File: config.mk
export PLATFORM = sky130hd
export DESIGN_NAME = ram_burst_master
export DESIGN_NICKNAME = d
export VERILOG_FILES = /design/src/rtl/ram_burst_master.sv
export SDC_FILE = /design/constraint.sdc
export NUM_CORES = 1
export LEC_CHECK = 0
export CORE_UTILIZATION = 44
export CTS_BUF_LIST = sky130_fd_sc_hd__clkbuf_8 sky130_fd_sc_hd__clkbuf_16
export DETAILED_ROUTE_END_ITERATION = 10
export GPL_ROUTABILITY_DRIVEN = 0
export PLACE_DENSITY_LB_ADDON = 0.08
export SYNTH_ARGS = -nofsm -noshare
export SYNTH_HDL_FRONTEND = slang
export SYNTH_SLANG_ARGS = --single-unit
File: constraint.sdc
create_clock -name clk -period 2.08 [get_ports clk]
set_clock_uncertainty 0.15 [all_clocks]
set_input_delay 0.312 -clock clk [delete_from_list [all_inputs] [get_ports clk]]
set_output_delay 0.312 -clock clk [all_outputs]
set_load 0.01 [all_outputs]
File: src/rtl/ram_burst_master.sv
// Burst initiator for a single-port RAM (synchronous write, asynchronous read).
// Accepts one command (write/read, start address, beat count) and streams the beats:
// writes come from a valid/ready input stream, reads leave on a valid/ready output stream.
// Optional feature macro: BURST_BOUND_CHECK_EN. When it is defined, a burst that would run
// past the top address is rejected with an err+done pulse. When it is undefined, err stays 0
// and addresses wrap to 0.
//
// state   | meaning
// --------+-------------------------------------------------------------
// IDLE    | cmd_ready=1, waiting for a command handshake
// WRITE   | wr_ready=1, each accepted beat is written to the RAM at once
// READ    | RAM data is captured into rd_data whenever the output slot frees
// LAST_RD | final read beat is held until the consumer takes it
// DONE    | done pulse for one cycle, err as well if the command was rejected
module ram_burst_master #(
  parameter int AW = 8,
  parameter int DW = 8,
  parameter int LW = 8
) (
  input  logic          clk,
  input  logic          reset,
  input  logic          cmd_valid,
  output logic          cmd_ready,
  input  logic          cmd_write,
  input  logic [AW-1:0] cmd_addr,
  input  logic [LW-1:0] cmd_len,
  input  logic          wr_valid,
  output logic          wr_ready,
  input  logic [DW-1:0] wr_data,
  output logic          rd_valid,
  input  logic          rd_ready,
  output logic [DW-1:0] rd_data,
  output logic          busy,
  output logic          done,
  output logic          err,
  output logic [AW-1:0] ram_address,
  output logic [DW-1:0] ram_data_in,
  output logic          ram_write_enable,
  input  logic [DW-1:0] ram_data_out
);

  typedef enum logic [2:0] {
    S_IDLE    = 3'd0,
    S_WRITE   = 3'd1,
    S_READ    = 3'd2,
    S_LAST_RD = 3'd3,
    S_DONE    = 3'd4
  } state_t;

  state_t        state_q, state_d;
  logic [AW-1:0] addr_q, addr_d;
  logic [LW-1:0] rem_q, rem_d;
  logic [DW-1:0] rd_data_q, rd_data_d;
  logic          rd_valid_q, rd_valid_d;
  logic          cap;

`ifdef BURST_BOUND_CHECK_EN
  logic          err_q, err_d;
  logic [AW+LW:0] end_addr;
  logic          out_of_bound;

  // Last address of the requested burst, widened so it cannot overflow
  assign end_addr     = {{(LW+1){1'b0}}, cmd_addr} + {{(AW+1){1'b0}}, cmd_len};
  assign out_of_bound = |end_addr[AW+LW:AW];
  assign err          = err_q;
`else
  assign err = 1'b0;
`endif

  // The read output slot can take a new beat when it is empty or being drained
  assign cap = !rd_valid_q || rd_ready;

  // Outputs decoded from registered state; the RAM write is also blocked while reset is high
  assign cmd_ready        = (state_q == S_IDLE);
  assign busy             = (state_q != S_IDLE);
  assign done             = (state_q == S_DONE);
  assign wr_ready         = (state_q == S_WRITE);
  assign rd_valid         = rd_valid_q;
  assign rd_data          = rd_data_q;
  assign ram_address      = addr_q;
  assign ram_write_enable = (state_q == S_WRITE) && wr_valid && !reset;
  assign ram_data_in      = (state_q == S_WRITE) ? wr_data : '0;

  // Next-state and datapath computation
  always_comb begin
    state_d    = state_q;
    addr_d     = addr_q;
    rem_d      = rem_q;
    rd_data_d  = rd_data_q;
    rd_valid_d = rd_valid_q;
`ifdef BURST_BOUND_CHECK_EN
    err_d      = 1'b0;
`endif
    case (state_q)
      S_IDLE: begin
        if (cmd_valid) begin
          addr_d = cmd_addr;
          rem_d  = cmd_len;
`ifdef BURST_BOUND_CHECK_EN
          if (out_of_bound) begin
            state_d = S_DONE;
            err_d   = 1'b1;
          end else begin
            state_d = cmd_write ? S_WRITE : S_READ;
          end
`else
          state_d = cmd_write ? S_WRITE : S_READ;
`endif
        end
      end
      S_WRITE: begin
        if (wr_valid) begin
          if (rem_q == '0) begin
            state_d = S_DONE;
          end else begin
            addr_d = addr_q + AW'(1);
            rem_d  = rem_q - LW'(1);
          end
        end
      end
      S_READ: begin
        if (cap) begin
          rd_data_d  = ram_data_out;
          rd_valid_d = 1'b1;
          if (rem_q == '0) begin
            state_d = S_LAST_RD;
          end else begin
            addr_d = addr_q + AW'(1);
            rem_d  = rem_q - LW'(1);
          end
        end
      end
      S_LAST_RD: begin
        if (rd_ready) begin
          rd_valid_d = 1'b0;
          state_d    = S_DONE;
        end
      end
      S_DONE: begin
        state_d = S_IDLE;
      end
      default: begin
        state_d = S_IDLE;
      end
    endcase
  end

  // State and datapath registers with synchronous reset
  always_ff @(posedge clk) begin
    if (reset) begin
      state_q    <= S_IDLE;
      addr_q     <= '0;
      rem_q      <= '0;
      rd_data_q  <= '0;
      rd_valid_q <= 1'b0;
`ifdef BURST_BOUND_CHECK_EN
      err_q      <= 1'b0;
`endif
    end else begin
      state_q    <= state_d;
      addr_q     <= addr_d;
      rem_q      <= rem_d;
      rd_data_q  <= rd_data_d;
      rd_valid_q <= rd_valid_d;
`ifdef BURST_BOUND_CHECK_EN
      err_q      <= err_d;
`endif
    end
  end

endmodule

==> impl_metrics.env <==
export IMPL_synthMuxAreaShare=0.0178
export IMPL_synth_compound_area_frac=0.280
export IMPL_yosysWarnings=0
export IMPL_max_cap_viol_count=0
export IMPL_start_util=0.470
export IMPL_crit_start="state_q[1]"
export IMPL_post_drt_wl_per_cell_um=15.4
export IMPL_routed_wl_mm=5.24
export IMPL_rsz0062_at_grt="false"
export IMPL_ys_ff_latch=28
export IMPL_fmax_mhz=499
export IMPL_synth_nets=254
export IMPL_drive_above_1_share=0.157
export IMPL_cts_hold_buffers=0
export IMPL_clk_pin_slew_ns=0.10
export IMPL_die_h_um=65.2
export IMPL_relSlewSlack=0.578
export IMPL_ys_seq_area_frac=0.319
export IMPL_synth_top_area_share=0.319
export IMPL_dr_first_iter_drc_count=146
export IMPL_drv_slew=0
export IMPL_io_pins=69
export IMPL_arrival_ns=2.01
export IMPL_worst_slew_pin_slew_ns=0.628
export IMPL_startpoint_type="flop"
export IMPL_firstDrtPassIters=4
export IMPL_p_leak_uw=0.00105
export IMPL_synth_edff_count=0
export IMPL_hp_class="flop to flop"
export IMPL_cts_num_sinks=28
export IMPL_r2r_end="rem_q[1]"
export IMPL_synthAdderAreaFrac=0.0214
export IMPL_synthArstFlopShare=0
export IMPL_clkLatencyLatePin_ns=0.28
export IMPL_grt_use_met1=0.314
export IMPL_layout_nets=335
export IMPL_busiest_layer="met2"
export IMPL_min_from="rd_data[3]"
export IMPL_cts_buffers=3
export IMPL_synth_top_family_by_area="simple AND/OR/NAND/NOR gates"
export IMPL_grt_overflow_total=0
export IMPL_path_class="flop to flop"
export IMPL_grt_pass1_vias=1863
export IMPL_synth_area_mm2=0.00176
export IMPL_antenna_found_initial=0
export IMPL_met3_usage=0.0486
export IMPL_power_density_mw_per_mm2=1550
export IMPL_synth_cell_types=60
export IMPL_num_vias=2018
export IMPL_rows=22
export IMPL_final_setup_tns_ns=0
export IMPL_grt_max_degree=28
export IMPL_synth_simple_area_share=0.295
export IMPL_synth_most_common_cell="dfxtp_1"
export IMPL_dp_hpwl_mm=3.79
export IMPL_use_met2=0.429
export IMPL_synthXorXnorAreaFrac=0.00498
export IMPL_period_share=0.963
export IMPL_grt_usage=0.253
export IMPL_endpoint_kind="flop"
export IMPL_synth_commonest_cells="dfxtp_1, nand2_1, a21oi_1"
export IMPL_path_max_fanout=10
export IMPL_critical_path_required_ns=2.09
export IMPL_n_antenna_cell=0
export IMPL_syn_inst=213
export IMPL_design_die_area_mm2=0.00425
export IMPL_hold_depth=2
export IMPL_clock_path_buffers=2
export IMPL_cts_tree="done"
export IMPL_r2r_start="state_q[1]"
export IMPL_syn_area_per_cell_um2=8.25
export IMPL_netlist_top_cells_area="dfxtp_1, nand2_1, a21oi_1"
export IMPL_avgViaCountPerCell=5.92
export IMPL_regToRegSetupSlack_ns=0.08
export IMPL_fin_crit_ns=2.00
export IMPL_grt_pass1_wl_mm=8.42
export IMPL_fp_coreArea_mm2=0.00374
export IMPL_clockRootBuffer="clkbuf_8"
export IMPL_dominantRegCellSynth="dfxtp_1"
export IMPL_drc=0
export IMPL_setup_viol=0
export IMPL_synth_top_area_cell="dfxtp_1"
export IMPL_die_x_um=65.2
export IMPL_htreeDepth=1
export IMPL_area_growth_pct=53.5
export IMPL_status="complete, no violations"
export IMPL_ant_nets=0
export IMPL_hold_path_end="rd_data[3]"
export IMPL_ff2ff_path_depth=5
export IMPL_finalPower_uw=4180
export IMPL_vdd_drop_max_v=0.000925
export IMPL_hold_viol_final=0
export IMPL_port_buffers=67
kinds of logic after synthesis:
family,count (synthesis)
adders and majority gates,3
buffers and inverters,22
other,1
DFF,28
AOI/OAI and AO/OA,64
xor gates and xnor gates,1
muxes,3
and+or+nand+nor,91
layout by cell type, fill, tap and decap left out, types with 7 or more instances in the layout:
master,count
nor3_1,11
and2_1,9
dfxtp_1,26
a211oi_1,8
dlygate4sd2_1,10
buf_4,23
o32ai_1,7
clkdlybuf4s50_1,55
nor2_1,7
nand3_1,12
a21oi_1,15
nand2_1,22
state kept, by name, summed over array words and instances, names as in the netlist:
signal and flops:
state_q 3, ram_address 8, rd_data 8, rem_q 8, rd_valid 1
report_power, final:
group | switching, uW | internal (uW)
Sequential | 221 | 733
Combinational | 1380 | 1400
Clock | 183 | 258
layer usage:
| metal | vias up | part of all wire |
|---|---|---|
| met5 | - | 0 |
| met4 | 0 | 0.022 |
| met3 | 10 | 0.060 |
| met2 | 84 | 0.48 |
| met1 | 950 | 0.44 |
| li1 | 974 | - |
area by class of cell:
type                            instances  area [um2]
Multi-Input combinational cell        163        1100
Fill cell                             317        1040
Timing Repair Buffer                   92         876
Sequential cell                        28         568
Tap cell                               48        60.1
Clock buffer                            3        41.3
Clock inverter                          1        30.0
Inverter                                6        22.5
metrics by stage:
stage               instances  utilization  instance area, um2  hold slack (ns)  setup WS, ns
floorplan                 213            -                1760            0.310         0.321
global placement          336        0.697                2610            0.292        0.0384
detailed placement        336        0.697                2610            0.299        0.0167
CTS                       341        0.720                2690            0.313        0.0443
global route              341        0.721                2700            0.332        0.0105
finish                    341        0.721                2700            0.309        0.0774
repair_timing:
action                     in CTS  in global routing
gates resized for setup        16                  2
gates cloned                    0                  0
pin swaps                       1                  0
setup buffers                   1                  0
setup endpoints to repair      13                  2
how the worst max path moves through the flow:
stage / end / slack [ns]
after floorplan: state_q[1] / 0.32
after global placement: state_q[1] / 0.04
after detailed placement: ram_address[0] / 0.02
after CTS: cmd_ready / 0.04
after global routing: rem_q[7] / 0.01
final: rem_q[1] / 0.08
critical path, cell delays in order, from the launching register on:
cell,delay (ns)
dfxtp_4,0.39
xnor2_1,0.53
buf_4,0.25
nor3_1,0.05
a2111oi_0,0.41
a211oi_1,0.09
Note: power is estimated with default switching activity, not from simulation.
